[src/rtl/keypad_pkg.sv]
// Shared types and constants for the 4x4 hex keypad scanner:
// FSM state encoding, row strobe helpers and the row/column to hex key map.
package keypad_pkg;

   typedef enum logic [1:0] {
      SCAN     = 2'd0,
      PRESS_DB = 2'd1,
      HELD     = 2'd2
   } state_t;

   localparam logic [3:0] ROW_RESET = 4'b1110;

   // Indexed by {row, col}; row 3 carries the non-sequential E,0,F,D legends
   localparam logic [3:0] KEY_MAP [16] = '{
      4'h1, 4'h2, 4'h3, 4'hA,
      4'h4, 4'h5, 4'h6, 4'hB,
      4'h7, 4'h8, 4'h9, 4'hC,
      4'hE, 4'h0, 4'hF, 4'hD
   };

   function automatic logic [3:0] row_strobe(input logic [1:0] i_row);
      return ~(4'b0001 << i_row);
   endfunction

endpackage

[src/rtl/sync2.sv]
// Two-flop synchronizer for asynchronous level inputs, with a selectable
// reset value so idle (pulled-up) lines come out of reset inactive.
module sync2 #(
   parameter int                  WIDTH     = 4,
   parameter logic [WIDTH-1:0]    RESET_VAL = '1
) (
   input  logic             clk,
   input  logic             rst_n,
   input  logic [WIDTH-1:0] i_d,
   output logic [WIDTH-1:0] o_q
);

   logic [WIDTH-1:0] r_meta;
   logic [WIDTH-1:0] r_sync;

   always_ff @(posedge clk) begin
      if (!rst_n) begin
         r_meta <= RESET_VAL;
         r_sync <= RESET_VAL;
      end else begin
         r_meta <= i_d;
         r_sync <= r_meta;
      end
   end

   assign o_q = r_sync;

endmodule

[src/rtl/keypad_scanner.sv]
// 4x4 hex keypad scanner: rotating active-low row strobe, debounced press and
// release, and a 4-digit shift register feeding the seven-segment display.
module keypad_scanner
   import keypad_pkg::*;
#(
   parameter int SCAN_DIV_BITS  = 16,
   parameter int DEBOUNCE_TICKS = 4
) (
   input  logic        clk,
   input  logic        rst_n,
   input  logic [3:0]  cols,
   output logic [3:0]  rows,
   output logic [15:0] data_out,
   output logic [3:0]  key_code,
   output logic        key_valid,
   output logic        key_held
);

   logic [SCAN_DIV_BITS-1:0] r_presc;
   logic                     w_tick;
   logic [3:0]               w_cols_s;

   state_t      r_state;
   logic [1:0]  r_row;
   logic [3:0]  r_rows;
   logic [1:0]  r_cand_r;
   logic [1:0]  r_cand_c;
   logic [3:0]  r_cnt;
   logic [15:0] r_data;
   logic [3:0]  r_code;
   logic        r_valid;
   logic        r_held;

   logic        w_col_hit;
   logic [1:0]  w_col_idx;
   logic        w_same_key;
   logic        w_all_high;
   logic [4:0]  w_cnt_inc;
   logic        w_cnt_done;
   logic [1:0]  w_row_next;
   logic [1:0]  w_cand_next;
   logic [3:0]  w_cand_code;

   sync2 #(
      .WIDTH     (4),
      .RESET_VAL (4'hF)
   ) u_cols_sync (
      .clk   (clk),
      .rst_n (rst_n),
      .i_d   (cols),
      .o_q   (w_cols_s)
   );

   always_ff @(posedge clk) begin
      if (!rst_n) begin
         r_presc <= '0;
      end else begin
         r_presc <= r_presc + 1'b1;
      end
   end

   assign w_tick = &r_presc;

   // Exactly one low column is a key; zero or several lows are ignored
   always_comb begin
      w_col_hit = 1'b0;
      w_col_idx = 2'd0;
      unique case (w_cols_s)
         4'b1110: begin w_col_hit = 1'b1; w_col_idx = 2'd0; end
         4'b1101: begin w_col_hit = 1'b1; w_col_idx = 2'd1; end
         4'b1011: begin w_col_hit = 1'b1; w_col_idx = 2'd2; end
         4'b0111: begin w_col_hit = 1'b1; w_col_idx = 2'd3; end
         default: begin w_col_hit = 1'b0; w_col_idx = 2'd0; end
      endcase
   end

   assign w_same_key  = w_col_hit && (w_col_idx == r_cand_c);
   assign w_all_high  = (w_cols_s == 4'hF);
   assign w_cnt_inc   = {1'b0, r_cnt} + 5'd1;
   assign w_cnt_done  = (w_cnt_inc >= 5'(DEBOUNCE_TICKS));
   assign w_row_next  = r_row + 2'd1;
   assign w_cand_next = r_cand_r + 2'd1;
   assign w_cand_code = KEY_MAP[{r_cand_r, r_cand_c}];

   always_ff @(posedge clk) begin
      if (!rst_n) begin
         r_state  <= SCAN;
         r_row    <= 2'd0;
         r_rows   <= ROW_RESET;
         r_cand_r <= 2'd0;
         r_cand_c <= 2'd0;
         r_cnt    <= 4'd0;
         r_data   <= 16'h0000;
         r_code   <= 4'h0;
         r_valid  <= 1'b0;
         r_held   <= 1'b0;
      end else begin
         r_valid <= 1'b0;
         if (w_tick) begin
            unique case (r_state)
               SCAN: begin
                  if (w_col_hit) begin
                     r_cand_r <= r_row;
                     r_cand_c <= w_col_idx;
                     r_cnt    <= 4'd1;
                     r_state  <= PRESS_DB;
                  end else begin
                     r_row  <= w_row_next;
                     r_rows <= row_strobe(w_row_next);
                  end
               end
               PRESS_DB: begin
                  if (w_same_key) begin
                     if (w_cnt_done) begin
                        r_code  <= w_cand_code;
                        r_data  <= {r_data[11:0], w_cand_code};
                        r_valid <= 1'b1;
                        r_held  <= 1'b1;
                        r_cnt   <= 4'd0;
                        r_state <= HELD;
                     end else begin
                        r_cnt <= w_cnt_inc[3:0];
                     end
                  end else begin
                     r_cnt   <= 4'd0;
                     r_row   <= w_row_next;
                     r_rows  <= row_strobe(w_row_next);
                     r_state <= SCAN;
                  end
               end
               HELD: begin
                  // Any low column, including a second key, restarts the release count
                  if (w_all_high) begin
                     if (w_cnt_done) begin
                        r_held  <= 1'b0;
                        r_cnt   <= 4'd0;
                        r_row   <= w_cand_next;
                        r_rows  <= row_strobe(w_cand_next);
                        r_state <= SCAN;
                     end else begin
                        r_cnt <= w_cnt_inc[3:0];
                     end
                  end else begin
                     r_cnt <= 4'd0;
                  end
               end
               default: r_state <= SCAN;
            endcase
         end
      end
   end

   assign rows      = r_rows;
   assign data_out  = r_data;
   assign key_code  = r_code;
   assign key_valid = r_valid;
   assign key_held  = r_held;

`ifndef SYNTHESIS
   a_one_row_low : assert property (@(posedge clk) disable iff (!rst_n) $onehot(~rows));
   a_valid_pulse : assert property (@(posedge clk) disable iff (!rst_n) key_valid |=> !key_valid);
`endif

endmodule

[config.mk]
export PLATFORM = sky130hd
export DESIGN_NAME = keypad_scanner
export DESIGN_NICKNAME = d
export VERILOG_FILES = /design/src/rtl/keypad_pkg.sv /design/src/rtl/sync2.sv /design/src/rtl/keypad_scanner.sv
export SDC_FILE = /design/constraint.sdc
export NUM_CORES = 1
export LEC_CHECK = 0
export CORE_MARGIN = 4
export CORE_UTILIZATION = 45
export DETAILED_ROUTE_END_ITERATION = 7
export GPL_ROUTABILITY_DRIVEN = 1
export HOLD_SLACK_MARGIN = 0.12
export PLACE_DENSITY = 0.68
export SLEW_MARGIN = 15
export SYNTH_ARGS = -nofsm -noshare
export SYNTH_HDL_FRONTEND = slang
export SYNTH_SLANG_ARGS = --single-unit
[constraint.sdc]
create_clock -name clk -period 5.4 [get_ports clk]
set_input_delay 1.08 -clock clk [delete_from_list [all_inputs] [get_ports clk]]
set_output_delay 1.08 -clock clk [all_outputs]
set_load 0.01 [all_outputs]
Word level (Yosys, flattened, before mapping)
Memory sizes are Yosys's and may differ from the RTL's.
Cells that the tools add are included.

storage, ports and cells
  bits in registers = 62
  ROM bits = 64
  input port bits = 6
  word-level logic and storage cells = 84
  output and inout bits = 26
  memories kept = 1

cells by class
  reduce and logical (&&, ||, !) cells = 12
  multiplexer cells = 31
  shifts and indexed selects = 2
  add/sub/neg operators = 4
  equality and inequality tests = 16
  magnitude comparators = 2
  bitwise operators = 3

memories
  name              words  bits a word  read ports  clocked after Yosys merged registers in  wr ports  RTL line              source
  (name not given)  16     4            1           0                                        0         keypad_scanner.sv:83  assign w_cand_code = KEY_MAP[{r_cand_r, r_cand_c}];

operators with widths
  operator                                                           count
  AND reduction 21 bit                                               2
  2-to-1 mux 4 bit                                                   10
  AND reduction 19 bit                                               2
  AND reduction 18 bit                                               2
  one-hot mux 4 bit (3 select lines)                                 2
  AND reduction 20 bit                                               1
  2-to-1 mux 2 bit                                                   9
  one-hot mux 2 bit (3 select lines)                                 3
  adder 16 x 1 -> 16 bit, second input constant                      1
  == test 4 bit, second input constant                               4
  != test 2 bit, second input constant                               7
  inverter 4 bit                                                     2
  left shift 1 x 2 -> 4 bit, first input constant                    2
  2-to-1 mux 1 bit                                                   6
  adder 4 x 1 -> 5 bit, second input constant                        1
  greater-or-equal comparator 5 x 3 -> 1 bit, second input constant  1
  greater-or-equal comparator 5 bit, second input constant           1
  inverter 4 -> 5 bit                                                1
  adder 2 x 1 -> 2 bit, second input constant                        2
  == test 4 x 3 -> 1 bit, second input constant                      1
  OR reduction 4 bit                                                 1
  != test 3 bit, second input constant                               1
  nonzero test 3 bit                                                 1
  == test 2 x 1 -> 1 bit, second input constant                      1
  other kinds (6)                                                    6

Longest topological paths before layout
  word-level depth = 6
  mapped depth = 10
  depth with buffers taken out = 8

By module
From an unflattened synthesis, not the netlist that was laid out.

unflattened totals
  cell total of the unflattened synthesis = 315
  area total of the unflattened synthesis = 2791.4 um^2

by module, submodules not included
  module          seq. area each (um^2)  cells each  area each (um^2)  instances
  keypad_scanner  1001.0                 299         2581.2            1
  sync2           160.2                  16          210.2             1

Least setup slack after synthesis
OpenSTA, ideal clock, no wires.

  path type = register -> register
  from = register r_state[1]
  to = register r_data[11] (netlist: data_out[11])
  clock period less this slack = 2.124 ns
  stages on the path, launching flop included = 11
  required time = 5.272 ns
  data arrival time = 1.996 ns
  path buffers = 2
  setup time = 0.128 ns
  setup slack = 3.276 ns
  path through = dfxtp_1 -> inv_1 -> ha_1 -> inv_1 -> or4_4 -> a2bb2oi_4 -> and3_1 -> buf_6 -> buf_12 -> mux2i_1 -> nor2_1

between the ends
  word-level cells in the longest chain between the ends = 2

ends and longest elaborated chain
  item                            RTL line               source
  start: declaration              keypad_scanner.sv:23   state_t r_state;
  start signal: assignment        keypad_scanner.sv:87   r_state <= SCAN;
  start signal: assignment        keypad_scanner.sv:106  r_state <= PRESS_DB;
  start signal: assignment        keypad_scanner.sv:120  r_state <= HELD;
  == test 2 x 1 -> 1 bit          keypad_scanner.sv:100  unique case (r_state)
  AND reduction 19 bit (no line)  -
  end signal: assignment          keypad_scanner.sv:116  r_data <= {r_data[11:0], w_cand_code};
  end: declaration                keypad_scanner.sv:29   logic [15:0] r_data;

No other way between the ends.
A chain may end at the register's enable or synchronous reset.

Final worst setup path
  from = input port rst_n
  to = register r_row[1]

RTL lines
  item                    RTL line               source
  start: declaration      keypad_scanner.sv:10   input logic rst_n,
  end signal: assignment  keypad_scanner.sv:108  r_row <= w_row_next;
  end signal: assignment  keypad_scanner.sv:126  r_row <= w_row_next;
  end signal: assignment  keypad_scanner.sv:137  r_row <= w_cand_next;
  end: declaration        keypad_scanner.sv:24   logic [1:0] r_row;

No word-level cell between the ends.

==> results.md <==
- Hold Violations, Final: 0
- Reg2reg start: r_state[1]
- Initial antenna violation count: 0
- Adder-Cell Fraction of Synth Area: 8.30%
- Worst Reg-to-Reg Cells: 8
- Vias in the first global route: 2079
- Final setup fails: 0
- Die height: 87.8 µm
- Reg2reg end: data_out[10]
- RSZ-0062 raised after global routing: false
- Slew Viols, Final: 0
- Fmax: 315 MHz
- Met3 wire length: 147 µm
- Met1 WL: 2410 µm
- Async SR Flop Fraction: 0%
- Hold_buf cts: 0
- CTS sink count: 58
- Crit path launch type: input port
- Layout area overhead: 18.7%
- Initial Util: 47.3%
- Multiplexer area fraction after synthesis: 10.9%
- Tmin final: 3.17 ns
- Final period utilization: 58.7%
- Synth Area in Simple Gates: 22.3%
- Max-Cap Viols: 0
- Synth Flop Type: dfxtp_1
- Largest family of logic cells by synthesized area: simple AND/OR/NAND/NOR gates
- Synth Area in Compound Gates: 8.65%
- R2r setup slk: 2.65 ns
- Fin cells: 414
- Share of the synthesized area in the top cell type: 40.5%
- Hold Crit Class: reg2reg
- Hold Startpoint: u_cols_sync.r_meta[3]
- First-pass GRT wire length: 9210 µm
- Maximum VDD drop: 0.129 mV
- Reg clk slew, reported paths: 0.06 ns
- Arrival time of the worst setup path: 3.42 ns
- TritonCTS buffer count: 9
- Grt ovf: 0
- Leak pwr: 1.23 nW
- Via count: 2135
- Synth Register Bits: 58
- Largest net degree at the start of global routing: 26
- DP Area: 3190 µm²
- P per Cell Area: 265 nW/µm²
- Final Power: 0.903 mW
- Setup Skew: 0.00854 ns
- Die Wd: 87.8 µm
- Routed wire length per instance: 12.9 µm
- Fill cell count: 546
- Antenna Violating Nets Remaining: 0
- Yosys warning total: 0
- Drt total wl: 5350 µm
- Sequential share of the synthesized area: 40.5%
- Syn avg cell area: 9.36 µm²
- Post-CTS setup buffers: 0
- Fin util: 56.1%
- Mapped Cells: 306
- EDFF count, synth: 0
- Nets: 360
- DR DRC count: 0
- Top cells by area, synth: dfxtp_1 (41%), mux2i_1 (10%), ha_1 (8.3%), nor2_1 (5.1%), nand2_1 (3.0%)
- GPL Wtd Cong: 0.769
- Hold-critical path endpoint: u_cols_sync.o_q[3]
- Drt pass-1 iters: 4
- Worst-Margin Slew: 0.909 ns
- DRT iter0 DRCs: 63
- Crit path capture type: register
- IO Count: 32
- Clock latency on the worst-skew pair: 0.34 ns
- ANT cells: 0
- Worst hold path depth: 1
- Post-route cell area: 3400 µm²
- # port buffers: 31
- Max-slew headroom: 39.4%
- H-tree levels: 3
- CTS root buffer: clkbuf_8
- DP HPWL: 3860 µm
- Share of layout cells above drive strength 1: 8.26%
- Core area: 6060 µm²
- Met2 Routed Length: 2670 µm
- Die Area: 7710 µm²
- GRT Util Overall: 15.4%
- Dpl cells: 399
- Vias per std cell: 5.16
- Status: finished clean
- CP Data Required Time: 5.65 ns
- Setup TNS: 0 ns
- Row count: 28
- XOR/XNOR share of the synthesized area: 4.28%
- CTS Buffer Depth: 2
- Net Count, Synth: 331
- Crit path kind: in2reg
- Yosys cell types: 44
- Netlist Area Pre-Place: 2870 µm²
- Top Layer Used: met4
- Post-CTS Resized: 0
- Worst Path Max Fanout: 25
- Dominant cell type by area after synthesis: dfxtp_1
- CTS tree: yes
cells in the mapped netlist (2+ instances only):
cell type  number
or3_1           2
xnor2_1         5
mux2i_1        29
nor3b_1         2
clkbuf_1        8
a211oi_2        3
xor2_1          9
nand2_1        23
and3_1          6
nand3b_1        2
nor2b_1         2
nor2_2          3
and4_1          3
nor2_1         39
inv_1          13
o211ai_1        3
a31oi_1         2
buf_4           4
nand4_1         4
a21oi_1         9
a211oi_1        4
nor3_1          4
o21ai_0         5
and2_1          4
dfxtp_1        58
nand3_1        12
nand2b_1       12
o21bai_1        2
ha_1           19
worst max-delay path by stage:
| stage | startpoint | endpoint | slack, ns | cells after the start |
|---|---|---|---|---|
| final | rst_n | r_row[1] | 2.23 | 4 |
| after global placement | rst_n | r_state[1] | 1.90 | 4 |
| after global routing | rst_n | r_row[1] | 1.94 | 4 |
| after detailed placement | rst_n | r_row[1] | 1.85 | 4 |
| after CTS | rst_n | r_row[1] | 2.20 | 4 |
| after floorplan | r_state[1] | data_out[11] | 3.28 | 10 |
flip-flops by register name, summed over array words and instances (netlist names):
signal              cells
r_presc                16
r_cnt                   4
rows                    4
r_state                 2
u_cols_sync.o_q         4
u_cols_sync.r_meta      4
r_row                   2
data_out               16
key_held                1
r_cand_r                2
r_cand_c                2
key_valid               1
layer usage:
metal  vias up  GRT usage (%)
met1      1002           17.6
met3        10           3.39
li1       1101              -
met4         0           9.62
met5         -              0
met2        22           26.0
stage by stage:
stage / hold slack (ns) / setup WS, ns
final: 0.408 / 2.23
after global routing: 0.437 / 1.94
after CTS: 0.411 / 2.20
after detailed placement: 0.392 / 1.85
after global placement: 0.387 / 1.90
after floorplan: 0.386 / 3.28
critical path, stage by stage:
cell and delay (ns):
clkdlybuf4s50_1 1.03, clkinv_1 0.71, buf_4 0.42, a211oi_1 0.18
logic make-up after synthesis:
logic type | Yosys count
and+or+nand+nor | 124
muxes | 30
xor gates and xnor gates | 14
AOI/OAI and AO/OA | 33
adders and majority gates | 19
DFF | 58
buffers and inverters | 28
cells in the final DEF (no fill, tap or decap), types with 3 or more instances in the layout:
cell type / netlist / layout
a211oi_2: 3 / 3
o211ai_1: 3 / 3
nand2b_1: 12 / 12
inv_1: 13 / 13
o21ai_0: 5 / 5
nor3_1: 4 / 4
a211oi_1: 4 / 4
ha_1: 19 / 19
clkdlybuf4s50_1: 0 / 31
mux2i_1: 29 / 29
xor2_1: 9 / 9
nand2_1: 23 / 23
xnor2_1: 5 / 5
nor2_1: 39 / 39
and2_1: 4 / 4
and3_1: 6 / 6
dfxtp_1: 58 / 58
clkbuf_8: 0 / 10
nand3_1: 12 / 12
nand4_1: 4 / 4
a21oi_1: 9 / 9
and4_1: 3 / 3
nor2_2: 3 / 3
power by group:
group / total (mW) / internal [mW] / leakage, nW / switching (mW)
registers: 0.437 / 0.433 / 0.470 / 0.00416
clock network: 0.438 / 0.269 / 0.112 / 0.169
logic: 0.0283 / 0.0121 / 0.650 / 0.0162
total: 0.903 / 0.713 / 1.23 / 0.190
cell type report:
type / count / area [µm²] / area share [%]
clock inverters: 5 / 78.8 / 2.32
well taps: 75 / 93.8 / 2.76
inverters: 14 / 52.6 / 1.54
multi-input cells: 220 / 1560 / 45.9
repair buffers: 32 / 318 / 9.34
clock buffers: 10 / 138 / 4.05
flip-flops and latches: 58 / 1160 / 34.1
(Power assumes the default switching activity.)
